File: src/rtl/branch_resolve_bht_if.sv
// Fetch/execute/resolution signal bundle for the branch resolve unit.
// The master side drives the stage inputs; the slave side is the branch unit.
interface branch_resolve_bht_if #(
    parameter int XLEN  = 32,
    parameter int CNT_W = 32
);
    logic [XLEN-1:0]  i_pred_pc;
    logic             o_pred_taken;
    logic             i_valid;
    logic             i_flush;
    logic [XLEN-1:0]  i_pc;
    logic [XLEN-1:0]  i_dat_a;
    logic [XLEN-1:0]  i_dat_b;
    logic [2:0]       i_funct3;
    logic             i_branch;
    logic             i_jump;
    logic             i_pred_taken;
    logic             o_valid;
    logic             o_br_en;
    logic             o_mispredict;
    logic [CNT_W-1:0] o_br_count;
    logic [CNT_W-1:0] o_miss_count;

    modport master (
        output i_pred_pc, i_valid, i_flush, i_pc, i_dat_a, i_dat_b,
               i_funct3, i_branch, i_jump, i_pred_taken,
        input  o_pred_taken, o_valid, o_br_en, o_mispredict,
               o_br_count, o_miss_count
    );

    modport slave (
        input  i_pred_pc, i_valid, i_flush, i_pc, i_dat_a, i_dat_b,
               i_funct3, i_branch, i_jump, i_pred_taken,
        output o_pred_taken, o_valid, o_br_en, o_mispredict,
               o_br_count, o_miss_count
    );
endinterface

File: src/rtl/branch_resolve_bht.sv
// Branch condition evaluation, one-cycle resolution register, 2-bit saturating
// BHT for fetch prediction, and saturating branch/mispredict event counters.
module branch_resolve_bht #(
    parameter int XLEN      = 32,
    parameter int BHT_DEPTH = 64,
    parameter int PC_LSB    = 2,
    parameter int CNT_W     = 32
) (
    input  logic                   i_clk,
    input  logic                   i_rst,
    branch_resolve_bht_if.slave    bus
);
    localparam int IDX_W = $clog2(BHT_DEPTH);

    logic [IDX_W-1:0] w_pred_idx;
    logic [IDX_W-1:0] w_ex_idx;
    logic             w_eq;
    logic             w_lt_s;
    logic             w_lt_u;
    logic             w_cond;
    logic             w_act;
    logic             w_taken;
    logic             w_upd;
    logic             w_miss;
    logic [1:0]       w_bht [BHT_DEPTH];

    logic             r_valid;
    logic             r_br_en;
    logic             r_mispredict;
    logic [CNT_W-1:0] r_br_count;
    logic [CNT_W-1:0] r_miss_count;

    assign w_pred_idx = bus.i_pred_pc[PC_LSB +: IDX_W];
    assign w_ex_idx   = bus.i_pc[PC_LSB +: IDX_W];

    assign w_eq   = (bus.i_dat_a == bus.i_dat_b);
    assign w_lt_s = ($signed(bus.i_dat_a) < $signed(bus.i_dat_b));
    assign w_lt_u = (bus.i_dat_a < bus.i_dat_b);

    // funct3[2:1]=01 is reserved: never taken, and the invert bit is ignored.
    always_comb begin
        w_cond = 1'b0;
        case (bus.i_funct3[2:1])
            2'b00:   w_cond = w_eq   ^ bus.i_funct3[0];
            2'b10:   w_cond = w_lt_s ^ bus.i_funct3[0];
            2'b11:   w_cond = w_lt_u ^ bus.i_funct3[0];
            default: w_cond = 1'b0;
        endcase
    end

    assign w_act   = bus.i_valid & ~bus.i_flush;
    assign w_taken = bus.i_jump | (bus.i_branch & w_cond);
    assign w_upd   = w_act & bus.i_branch & ~bus.i_jump;
    assign w_miss  = w_act & (w_taken != bus.i_pred_taken);

    always_ff @(posedge i_clk or posedge i_rst) begin
        if (i_rst) begin
            r_valid      <= 1'b0;
            r_br_en      <= 1'b0;
            r_mispredict <= 1'b0;
            r_br_count   <= '0;
            r_miss_count <= '0;
        end else begin
            r_valid      <= w_act;
            r_br_en      <= w_act & w_taken;
            r_mispredict <= w_miss;
            if (w_upd && (r_br_count != {CNT_W{1'b1}}))
                r_br_count <= r_br_count + CNT_W'(1);
            if (w_miss && (r_miss_count != {CNT_W{1'b1}}))
                r_miss_count <= r_miss_count + CNT_W'(1);
        end
    end

    // Each counter owns its register so the whole table can reset asynchronously.
    genvar gi;
    generate
        for (gi = 0; gi < BHT_DEPTH; gi++) begin : g_bht
            logic [1:0] r_cnt;
            always_ff @(posedge i_clk or posedge i_rst) begin
                if (i_rst) begin
                    r_cnt <= 2'b01;
                end else if (w_upd && (w_ex_idx == IDX_W'(gi))) begin
                    if (w_taken) begin
                        if (r_cnt != 2'b11)
                            r_cnt <= r_cnt + 2'd1;
                    end else if (r_cnt != 2'b00) begin
                        r_cnt <= r_cnt - 2'd1;
                    end
                end
            end
            assign w_bht[gi] = r_cnt;
        end
    endgenerate

    // Read path sees the stored value, so a same-cycle update shows next cycle.
    assign bus.o_pred_taken = w_bht[w_pred_idx][1];
    assign bus.o_valid      = r_valid;
    assign bus.o_br_en      = r_br_en;
    assign bus.o_mispredict = r_mispredict;
    assign bus.o_br_count   = r_br_count;
    assign bus.o_miss_count = r_miss_count;
endmodule

File: src/flat_wrapper.sv
// flat-port wrapper written by rule: the top's interface ports become plain ports
module branch_resolve_bht_flat 
#(
    parameter int XLEN      = 32,
    parameter int BHT_DEPTH = 64,
    parameter int PC_LSB    = 2,
    parameter int CNT_W     = 32
)
  (i_clk, i_rst, bus_i_pred_pc, bus_i_valid, bus_i_flush, bus_i_pc, bus_i_dat_a, bus_i_dat_b, bus_i_funct3, bus_i_branch, bus_i_jump, bus_i_pred_taken, bus_o_pred_taken, bus_o_valid, bus_o_br_en, bus_o_mispredict, bus_o_br_count, bus_o_miss_count);
  branch_resolve_bht_if #(.XLEN(XLEN), .CNT_W(CNT_W)) bus_i ();
  input  logic i_clk;
  input  logic i_rst;
  input wire logic [$bits(bus_i.i_pred_pc)-1:0] bus_i_pred_pc;
  input wire logic [$bits(bus_i.i_valid)-1:0] bus_i_valid;
  input wire logic [$bits(bus_i.i_flush)-1:0] bus_i_flush;
  input wire logic [$bits(bus_i.i_pc)-1:0] bus_i_pc;
  input wire logic [$bits(bus_i.i_dat_a)-1:0] bus_i_dat_a;
  input wire logic [$bits(bus_i.i_dat_b)-1:0] bus_i_dat_b;
  input wire logic [$bits(bus_i.i_funct3)-1:0] bus_i_funct3;
  input wire logic [$bits(bus_i.i_branch)-1:0] bus_i_branch;
  input wire logic [$bits(bus_i.i_jump)-1:0] bus_i_jump;
  input wire logic [$bits(bus_i.i_pred_taken)-1:0] bus_i_pred_taken;
  output wire logic [$bits(bus_i.o_pred_taken)-1:0] bus_o_pred_taken;
  output wire logic [$bits(bus_i.o_valid)-1:0] bus_o_valid;
  output wire logic [$bits(bus_i.o_br_en)-1:0] bus_o_br_en;
  output wire logic [$bits(bus_i.o_mispredict)-1:0] bus_o_mispredict;
  output wire logic [$bits(bus_i.o_br_count)-1:0] bus_o_br_count;
  output wire logic [$bits(bus_i.o_miss_count)-1:0] bus_o_miss_count;
  assign bus_i.i_pred_pc = bus_i_pred_pc;
  assign bus_i.i_valid = bus_i_valid;
  assign bus_i.i_flush = bus_i_flush;
  assign bus_i.i_pc = bus_i_pc;
  assign bus_i.i_dat_a = bus_i_dat_a;
  assign bus_i.i_dat_b = bus_i_dat_b;
  assign bus_i.i_funct3 = bus_i_funct3;
  assign bus_i.i_branch = bus_i_branch;
  assign bus_i.i_jump = bus_i_jump;
  assign bus_i.i_pred_taken = bus_i_pred_taken;
  assign bus_o_pred_taken = bus_i.o_pred_taken;
  assign bus_o_valid = bus_i.o_valid;
  assign bus_o_br_en = bus_i.o_br_en;
  assign bus_o_mispredict = bus_i.o_mispredict;
  assign bus_o_br_count = bus_i.o_br_count;
  assign bus_o_miss_count = bus_i.o_miss_count;
  branch_resolve_bht #(.XLEN(XLEN), .BHT_DEPTH(BHT_DEPTH), .PC_LSB(PC_LSB), .CNT_W(CNT_W)) u_core (.i_clk(i_clk), .i_rst(i_rst), .bus(bus_i));
endmodule
File: config.mk
export PLATFORM = sky130hd
export DESIGN_NAME = branch_resolve_bht_flat
export DESIGN_NICKNAME = d
export VERILOG_FILES = /design/src/rtl/branch_resolve_bht_if.sv /design/src/rtl/branch_resolve_bht.sv /design/src/flat_wrapper.sv
export SDC_FILE = /design/constraint.sdc
export NUM_CORES = 1
export LEC_CHECK = 0
export ABC_CLOCK_PERIOD_IN_PS = 21600
export CORE_ASPECT_RATIO = 1.4
export CORE_UTILIZATION = 40
export CTS_BUF_LIST = sky130_fd_sc_hd__clkbuf_4 sky130_fd_sc_hd__clkbuf_8
export CTS_CLUSTER_DIAMETER = 120
export CTS_CLUSTER_SIZE = 20
export DETAILED_ROUTE_END_ITERATION = 16
export PLACE_DENSITY_LB_ADDON = 0.15
export SKIP_LAST_GASP = 1
export SYNTH_ARGS = -nofsm -noshare
export SYNTH_HDL_FRONTEND = slang
export SYNTH_SLANG_ARGS = --single-unit
File: constraint.sdc
create_clock -name i_clk -period 21.6 [get_ports i_clk]
set_clock_uncertainty 0.2 [all_clocks]
set_input_delay 5.4 -clock i_clk [delete_from_list [all_inputs] [get_ports i_clk]]
set_output_delay 5.4 -clock i_clk [all_outputs]
set_load 0.1 [all_outputs]
==> run_results.csv, run 1 <==
group,metric,value,unit
cts,tritoncts,"yes",
sta,final-setup-viol-count,0,
final_layout,post-route-util,0.490,
logic_synthesis,synth_top_area_cell,"dfrtp_1",
cts,cts.clk_slew.worst_paths,0.09,ns
global_routing,antenna_found_initial,0,
drt,drt_iter0_markers,550,
floorplanning,io_pins,206,
sta,clock.fmax,0.0697,GHz
floorplanning,die_w,144,um
critical_path,rr_startpoint,"u_core.bus.o_miss_count[16]$_DFFE_PP0P_",
logic_synthesis,netlist.area_leader.share,0.292,
run_status,status,"finished, final reports clean",
final_layout,syn_to_final_growth,20.6,%
drt,vias,9446,
logic_synthesis,synthArstFlopShare,1.00,
hold_path,hp-class,"flop to flop",
placed_design,dpl_worst_slack,7.24,ns
cts,htreeDepth,4,
cts,post_cts_resized,0,
drt,wl_met1,12.1,mm
sta,period_minus_slack,14.34,ns
global_routing,grt_pass1_vias,9132,
logic_synthesis,yosys_warnings,0,
critical_path,crit_required,16.00,ns
drt,dr.pass1.iters,5,
hold_path,worstHoldPathCells,1,
drt,drc_errors,0,
critical_path,critPathMaxFanout,16,
drt,routed_wl,28.2,mm
logic_synthesis,ys_ff_latch,195,
global_routing,grt_overflow_total,0,
power_and_ir_drop,max-vdd-ir-drop,0.0000968,V
final_layout,nNetsFinal,1548,
final_layout,antenna_cells,0,
critical_path,rr_endpoint,"u_core.bus.o_miss_count[13]$_DFFE_PP0P_",
logic_synthesis,synth_edf_count,0,
power_and_ir_drop,powerDensity,61.7,nW/um^2
critical_path,r2r_cells,9,
logic_synthesis,seq_area_frac_synth,0.441,
cts,post_cts_buffers,0,
logic_synthesis,synthDistinctLibCells,47,
sta,fin_setup_tns,0,ns
drt,wl_met2,14.6,mm
logic_synthesis,ys.flop_type,"dfrtp_1",
floorplanning,die_area,28800,sq um
floorplanning,fp-row-count,72,
logic_synthesis,syn_inst,1247,
floorplanning,die_y,200,um
critical_path,r2r_slack,18.22,ns
power_and_ir_drop,p_leak,0.00555,uW
logic_synthesis,avgSynthCellArea,9.01,sq um
cts,numCtsBuffers,17,
drt,drt.antenna.violating_nets,0,
global_routing,groute.usage.overall,0.207,
logic_synthesis,synth_area,11200,sq um
drt,routedWlPerCell,16.0,um
floorplanning,core,27700,sq um
floorplanning,start_util,0.406,
cts,clk_path_buf_depth,2,
critical_path,endpoint_kind,"output port",
global_routing,grt_pass1_wl,46.7,mm
hold_path,hold_end,"u_core.g_bht[45].r_cnt[0]$_DFFE_PP1P_",
global_routing,grt_max_degree,125,
critical_path,cp.arrival,8.74,ns
drt,vias_per_cell,5.37,
drt,top_layer,"met4",
sta,min_period_over_period,0.664,
placed_design,place.gp.congestion,0.806,
sta,maxSlewHeadroom,0.252,
logic_synthesis,synth_nets,1419,
logic_synthesis,synthTopCellsByArea,"dfrtp_1 29%, dfstp_2 15%, a21oi_1 6.5%",
sta,hold_viol,0,
sta,worst_slack,7.26,ns
job,cap_violations,0,
placed_design,io_buffers,153,
final_layout,drive_gt1_frac,0.113,
drt,met3_length,972,um
cts,clk_latency,0.48,ns
cts,clockRootBuffer,"clkbuf_8",
cts,ctsHoldBuffers,0,
sta,rsz0062_at_grt,"false",
placed_design,dp_hpwl,19.6,mm
sta,tightest_slew,1.12,ns
sta,drv_slew,0,
hold_path,holdCritStartpoint,"u_core.g_bht[45].r_cnt[0]$_DFFE_PP1P_",
critical_path,critPathLaunchType,"input port",
critical_path,setup.worst_path.class,"input port to output port",
cts,clock_sinks,195,
[critical path: stages]
cell and delay, ns:
clkdlybuf4s50_1 0.45, buf_4 0.33, mux4_2 0.60, mux4_2 0.47, mux4_2 0.49, clkdlybuf4s50_1 0.98
[through the flow]
step	instance area [sq um]	std cells	hold slack, ns	total power, uW
5_1_grt	13600	1759	0.308	872
3_5_place_dp	13100	1727	0.276	573
6_report	13600	1759	0.286	835
3_3_place_gp	13100	1727	0.271	571
2_1_floorplan	11200	1247	0.266	520
4_1_cts	13600	1759	0.290	845
[worst max-delay path by stage]
stage,from,end,cells after the start
2_1_floorplan,bus_i_pred_pc[2],bus_o_pred_taken,5
3_3_place_gp,bus_i_pred_pc[2],bus_o_pred_taken,6
3_5_place_dp,bus_i_pred_pc[2],bus_o_pred_taken,6
4_1_cts,bus_i_pred_pc[2],bus_o_pred_taken,6
5_1_grt,bus_i_pred_pc[2],bus_o_pred_taken,6
6_report,bus_i_pred_pc[2],bus_o_pred_taken,6
[cell usage after synthesis (all sizes together) (2+ instances only)]
cell type / count
a21boi: 7
o221a: 24
o21ai: 111
nor4: 11
a21oi: 146
nand2: 96
and2: 5
dfrtp: 131
nor2: 119
mux2i: 35
or2: 2
xor2: 32
or3: 2
and4: 13
inv: 124
nand3: 37
mux4: 21
a211o: 2
and3: 14
dfstp: 64
nand4: 25
clkbuf: 36
or4: 2
o211ai: 2
ha: 34
buf: 15
nand2b: 16
o22ai: 24
nor3: 43
a31oi: 3
xnor2: 31
nor2b: 7
o2111ai: 3
[cell type report]
type                    instances  area, sq um
clock buffers                  21          277
clock inverters                11          176
fillers                      2633        14100
inverters                     124          473
multi-input cells             877         5610
flip-flops and latches        195         4960
well taps                     370          463
repair buffers                161         1590
[layout by cell type (no fill, tap or decap), types with 4 or more instances in the layout]
cell and instances:
nor2_1 119, and2_1 5, and3_1 14, nand2_1 96, nor4_1 9, o221a_2 24
nand2b_1 16, nand4_1 25, dfstp_2 64, dfrtp_1 131, o21ai_0 111, nand3_1 37
nor3_1 43, xnor2_1 30, xor2_1 32, bufinv_16 4, clkbuf_8 19, mux2i_1 35
ha_1 34, nor2b_1 7, clkdlybuf4s50_1 153, mux4_2 21, o22ai_1 24, a21oi_1 146
and4_1 13, inv_1 123, a21boi_0 7, buf_4 8
[power breakdown]
part           internal, uW  switching, uW  leakage [uW]
sequential              382           14.5       0.00218
clock                   136            135      0.000221
combinational          53.4            115       0.00315
[sequential cells by signal (all words and copies together) (netlist names)]
| register | cells |
|---|---|
| u_core.bus.o_miss_count | 32 |
| u_core.bus.o_br_count | 32 |
| u_core.bus.o_br_en | 1 |
| u_core.bus.o_valid | 1 |
| u_core.bus.o_mispredict | 1 |
| u_core.g_bht.r_cnt | 128 |
[layer usage]
metal,up-vias,global-route usage
met2,165,0.361
met3,26,0.0337
met5,-,0
met4,0,0.0562
met1,4602,0.261
li1,4653,-
[logic make-up (layout without fill, tap and decap cells)]
logic type                 count (synthesis)  count (layout)  share of synthesized area
DFF                                      195             195                      0.441
muxes                                     57              57                     0.0743
and+or+nand+nor                          395             395                      0.168
adders and majority gates                 34              34                     0.0379
xor gates and xnor gates                  63              63                     0.0498
buffers and inverters                    175             317                     0.0593
AOI/OAI and AO/OA                        328             328                      0.170
Note: power is estimated with default switching activity, not from simulation.
==> run 2: changes to the inputs <==
--- a/config.mk
+++ b/config.mk
@@ -5,7 +5,7 @@
 export SDC_FILE = /design/constraint.sdc
 export NUM_CORES = 1
 export LEC_CHECK = 0
-export ABC_CLOCK_PERIOD_IN_PS = 21600
+export ABC_CLOCK_PERIOD_IN_PS = 13020
 export CORE_ASPECT_RATIO = 1.4
 export CORE_UTILIZATION = 40
 export CTS_BUF_LIST = sky130_fd_sc_hd__clkbuf_4 sky130_fd_sc_hd__clkbuf_8
==> constraint.sdc (replaced) <==
create_clock -name i_clk -period 13.02 [get_ports i_clk]
set_clock_uncertainty 0.2 [all_clocks]
set_input_delay 3.255 -clock i_clk [delete_from_list [all_inputs] [get_ports i_clk]]
set_output_delay 3.255 -clock i_clk [all_outputs]
set_load 0.1 [all_outputs]
==> run_results.csv, run 2 (synthesized netlist as in run 1, its figures left out) <==
group,metric,value,unit
floorplanning,core,27700,sq um
placed_design,io_buffers,153,
floorplanning,die_area,28800,sq um
cts,post_cts_buffers,0,
cts,clock_sinks,195,
placed_design,dpl.cell_count,1727,
cts,numCtsBuffers,17,
final_layout,layout.cells.non_filler,1759,
sta,clock.fmax,0.0961,GHz
final_layout,post-route-util,0.491,
final_layout,syn_to_final_growth,20.7,%
power_and_ir_drop,swShare,0.318,
floorplanning,io_pins,206,
global_routing,grt_overflow_total,0,
power_and_ir_drop,p_comb_frac,0.199,
run_status,status,"finished, final reports clean",
floorplanning,fp-row-count,72,
power_and_ir_drop,powerDensity,103,nW/um^2
sta,hold_viol,0,
floorplanning,start_util,0.406,
sta,rsz0062_at_grt,"false",
sta,final-setup-viol-count,0,
cts,cts.clk_slew.worst_paths,0.09,ns
placed_design,dp_hpwl,19.5,mm
drt,drt.antenna.violating_nets,0,
global_routing,grt_pass1_wl,46.0,mm
drt,routedWlPerCell,15.8,um
cts,clk_latency,0.48,ns
cts,tritoncts,"yes",
cts,ctsHoldBuffers,0,
drt,drc_errors,0,
critical_path,critPathLaunchType,"input port",
hold_path,worstHoldPathCells,1,
drt,vias_per_cell,5.35,
cts,clk_path_buf_depth,2,
power_and_ir_drop,clkPwrFrac,0.332,
hold_path,hp-class,"flop to flop",
final_layout,antenna_cells,0,
power_and_ir_drop,p_seq_frac,0.469,
critical_path,r2r_slack,9.60,ns
critical_path,endpoint_kind,"output port",
critical_path,critPathMaxFanout,10,
sta,tightest_slew,1.03,ns
critical_path,setup.worst_path.class,"input port to output port",
hold_path,holdCritStartpoint,"u_core.g_bht[45].r_cnt[0]$_DFFE_PP1P_",
final_layout,mostFrequentLayoutCell,"clkdlybuf4s50_1",
drt,vias,9413,
sta,maxSlewHeadroom,0.309,
final_layout,largest_reg_flops,128,
power_and_ir_drop,p_leak,0.00555,uW
job,cap_violations,0,
hold_path,hold_end,"u_core.g_bht[45].r_cnt[0]$_DFFE_PP1P_",
sta,min_period_over_period,0.799,
global_routing,antenna_found_initial,0,
drt,drt_iter0_markers,539,
critical_path,rr_startpoint,"u_core.bus.o_miss_count[18]$_DFFE_PP0P_",
sta,period_minus_slack,10.41,ns
cts,post_cts_resized,0,
global_routing,grt_pass1_vias,8965,
cts,clockRootBuffer,"clkbuf_8",
critical_path,crit_required,9.56,ns
drt,dr.pass1.iters,5,
floorplanning,die_y,200,um
final_layout,layout_common_cells,"153 x clkdlybuf4s50_1, 146 x a21oi_1, 131 x dfrtp_1",
cts,htreeDepth,4,
final_layout,regMostFlops,"u_core.g_bht.r_cnt",
final_layout,drive_gt1_frac,0.113,
final_layout,nNetsFinal,1548,
placed_design,place.gp.congestion,0.788,
critical_path,cp.arrival,6.95,ns
power_and_ir_drop,p_sw,447,uW
critical_path,r2r_cells,9,
critical_path,rr_endpoint,"u_core.bus.o_miss_count[11]$_DFFE_PP0P_",
sta,drv_slew,0,
floorplanning,die_w,144,um
final_layout,fill_cells,2662,
power_and_ir_drop,internal_power,956,uW
sta,fin_setup_tns,0,ns
global_routing,grt_max_degree,120,
power_and_ir_drop,max-vdd-ir-drop,0.000147,V
global_routing,groute.usage.overall,0.203,
drt,routed_wl,27.7,mm
run 2: changes by cell type in the layout (fill, tap and decap cells not counted):
cell,delta
clkbuf_8,-2
inv_6,+2
bufinv_16,+1
clkbuf_4,-1
clkinv_2,-1
clkinvlp_4,+1
run 2: final cells by class:
cell class,instances,area [sq um],share of cell area
clock inverter,14,226,0.0167
timing repair buffer,161,1590,0.117
sequential,195,4960,0.366
multi-input combinational,877,5610,0.414
clock buffer,18,241,0.0178
tap,370,463,0.0341
inverter,124,473,0.0349
run 2: worst max path at each step:
stage	startpoint	slack, ns	to	cells after the start
3_3_place_gp	bus_i_pred_pc[3]	2.60	bus_o_pred_taken	6
3_5_place_dp	bus_i_pred_pc[3]	2.61	bus_o_pred_taken	6
2_1_floorplan	bus_i_pred_pc[2]	3.69	bus_o_pred_taken	5
5_1_grt	bus_i_pred_pc[3]	2.50	bus_o_pred_taken	6
6_report	bus_i_pred_pc[3]	2.61	bus_o_pred_taken	6
4_1_cts	bus_i_pred_pc[3]	2.60	bus_o_pred_taken	6
run 2: power by group through the flow:
stage	registers [uW]	clock network (uW)	logic, uW
6_report	658	466	278
5_1_grt	661	502	299
4_1_cts	658	479	281
3_5_place_dp	668	0	280
3_3_place_gp	668	0	278
2_1_floorplan	760	0	103
run 2: routing by layer:
metal,vias to the layer above,wire length [um],global-route usage
met3,37,985,0.0349
met2,164,14000,0.346
met4,0,699,0.0729
li1,4647,-,-
met1,4565,12100,0.255
met5,-,0,0
run 2: critical path: stages:
cell and delay [ns]:
clkdlybuf4s50_1 0.93, buf_4 0.30, mux4_2 0.53, mux4_2 0.48, mux4_2 0.46, clkdlybuf4s50_1 0.98
run 2: metrics by stage:
stage | area [sq um] | hold slack [ns] | power (uW) | setup slack, ns
after floorplan | 11200 | 0.266 | 863 | 3.69
after global placement | 13100 | 0.275 | 946 | 2.60
after detailed placement | 13100 | 0.276 | 949 | 2.61
after CTS | 13600 | 0.290 | 1420 | 2.60
after global routing | 13600 | 0.297 | 1460 | 2.50
final | 13600 | 0.286 | 1400 | 2.61
==> edit: new RTL, flow settings as in run 2 <==
Make the reset (`i_rst`) synchronous in 2 clocked blocks. Comments in the files are not updated.
--- a/src/rtl/branch_resolve_bht.sv
+++ b/src/rtl/branch_resolve_bht.sv
@@ -55,3 +55,3 @@
 
-    always_ff @(posedge i_clk or posedge i_rst) begin
+    always_ff @(posedge i_clk) begin
         if (i_rst) begin
@@ -78,3 +78,3 @@
             logic [1:0] r_cnt;
-            always_ff @(posedge i_clk or posedge i_rst) begin
+            always_ff @(posedge i_clk) begin
                 if (i_rst) begin
Formal check against the unedited RTL: not equivalent (Yosys sat finds a counterexample within 4 cycles, from zero or initial values and one cycle with i_rst high; the reset may be asserted at any time).
==> edit against run 2 <==
Sequential share of layout area shrank 6.6 points. Setup slack lost 64 ps. Wire length grew 3.5%. Die area shrank 3.0%. Design area shrank 4.1%. Power shrank 18%. Non-clock buffer count grew 1. Synthesized area shrank 3.1%. Count of clock-buffer cells in the layout is the same. Highest routed layer unchanged. Critical path type unchanged. Critical path depth shrank 1. Sequential cell count is the same. First-iteration DRC count grew 21%.
==> edit: results (changes against run 2) <==
| Metric | Value |
|---|---|
| Status | `finished clean (unchanged)` |
| Violation count after the first detailed-route iteration | `652 (was 539)` |
| Number of global-route vias before repair | `9366 (was 8965)` |
| Number of distinct library cells after synthesis | `56 (was 47)` |
| Transition time at the pin with the least slew margin | `1211 ps (was 1029 ps)` |
| Post-synth net total | `1552 (was 1419)` |
| Met3 Routed Length | `1342 µm (was 985 µm)` |
| Adder-cell share of the synthesized area | `3.906% (was 3.785%)` |
| Post-place setup slack | `2559 ps (was 2610 ps)` |
| Critical-path maximum fanout | `16 (was 10)` |
| M1 WL | `12510 µm (was 12100 µm)` |
| Worst flop-to-flop path startpoint | `u_core.bus.o_miss_count[1] (was u_core.bus.o_miss_count[18])` |
| Overall global routing resource usage | `20.39% (was 20.27%)` |
| Register-to-register setup slack | `9670 ps (was 9600 ps)` |
| Overall routed net length | `28720 µm (was 27750 µm)` |
| Largest cells by area after synthesis | `sky130_fd_sc_hd__dfxtp_1 (36%), sky130_fd_sc_hd__nor2_1 (7.3%), sky130_fd_sc_hd__o21ai_0 (5.4%), sky130_fd_sc_hd__nand2_1 (4.5%), sky130_fd_sc_hd__a21oi_1 (4.5%) (was sky130_fd_sc_hd__dfrtp_1 (29%), sky130_fd_sc_hd__dfstp_2 (15%), sky130_fd_sc_hd__a21oi_1 (6.5%), sky130_fd_sc_hd__o21ai_0 (4.9%), sky130_fd_sc_hd__mux4_2 (4.2%))` |
| Routed wl met2 | `14540 µm (was 13960 µm)` |
| Maximum number of pins on one net before global-route repair | `127 (was 120)` |
| Crit path arrival time | `7020 ps (was 6950 ps)` |
| Post-synthesis xor/xnor area fraction | `2.746% (was 4.977%)` |
| Beginning of the worst hold path | `u_core.g_bht[16].r_cnt[0] (was u_core.g_bht[45].r_cnt[0])` |
| Vias/cell | `5.547 (was 5.351)` |
| Period utilization | `80.42% (was 79.93%)` |
| Hold worst-path end | `u_core.g_bht[16].r_cnt[0] (was u_core.g_bht[45].r_cnt[0])` |
| Top_reg_cell synth | `sky130_fd_sc_hd__dfxtp_1 (was sky130_fd_sc_hd__dfrtp_1)` |
| Global-route wire length before repair | `45960 µm (was 45970 µm)` |
-- edit: cell types whose count changed after synthesis, sizes merged, moves of 39 or more --
cell	before	now
nor2	119	212
a21oi	146	99
a21o	0	64
inv	124	45
dfstp	64	0
a211o	2	41
dfxtp	0	195
dfrtp	131	0
-- edit: layer usage --
metal	vias to the layer above	track usage, %
li1	5173	-
met1	4916	24.61
met2	234	37.13
met3	22	3.103
met4	0	5.854
met5	-	0
-- edit: cell type report --
class	instances	share of cell area, %
multi-input cells	1066	50.12
flip-flops and latches	195	29.99
repair buffers	162	12.29
well taps	365	3.509
clock buffers	18	1.903
inverters	45	1.298
clock inverters	14	0.8844
-- edit: stage by stage --
step	instance area [µm²]	power (mW)	hold slack [ps]	cells	util, %
5_1_grt	13020	1.205	316.0	1865	48.52
2_1_floorplan	10890	0.7314	252.0	1380	-
3_3_place_gp	12650	0.7859	263.3	1833	47.16
3_5_place_dp	12650	0.7885	271.8	1833	47.16
6_report	13020	1.149	294.2	1865	48.52
4_1_cts	13020	1.166	297.3	1865	48.52
-- edit: logic make-up (layout without fill, tap and decap cells) --
group,count (synthesis),after routing
AND/OR/NAND/NOR,567,567
AO/OA/AOI/OAI,396,396
flip-flops,195,195
buffers and inverters,119,239
multiplexers,37,37
adder cells (fa/ha/maj),34,34
XOR/XNOR,32,32
-- edit: worst max-delay path by stage --
stage | start | endpoint | cells after the start
after floorplan | bus_i_pred_pc[2] | bus_o_pred_taken | 5
after global placement | bus_i_pred_pc[3] | bus_o_pred_taken | 5
after detailed placement | bus_i_pred_pc[3] | bus_o_pred_taken | 5
after CTS | bus_i_pred_pc[3] | bus_o_pred_taken | 5
after global routing | bus_i_pred_pc[3] | bus_o_pred_taken | 5
final | bus_i_pred_pc[3] | bus_o_pred_taken | 5
-- edit: critical path, stage by stage --
cell and delay (ps):
sky130_fd_sc_hd__clkdlybuf4s50_1 1200, sky130_fd_sc_hd__mux4_2 600, sky130_fd_sc_hd__mux4_2 470, sky130_fd_sc_hd__mux4_2 490, sky130_fd_sc_hd__clkdlybuf4s50_1 980
-- edit: power breakdown --
group	leakage (nW)	total [mW]	switching, mW	internal (mW)
registers	1.57	0.617	0.0114	0.606
clock network	0.176	0.376	0.221	0.154
logic	2.92	0.157	0.0937	0.0629
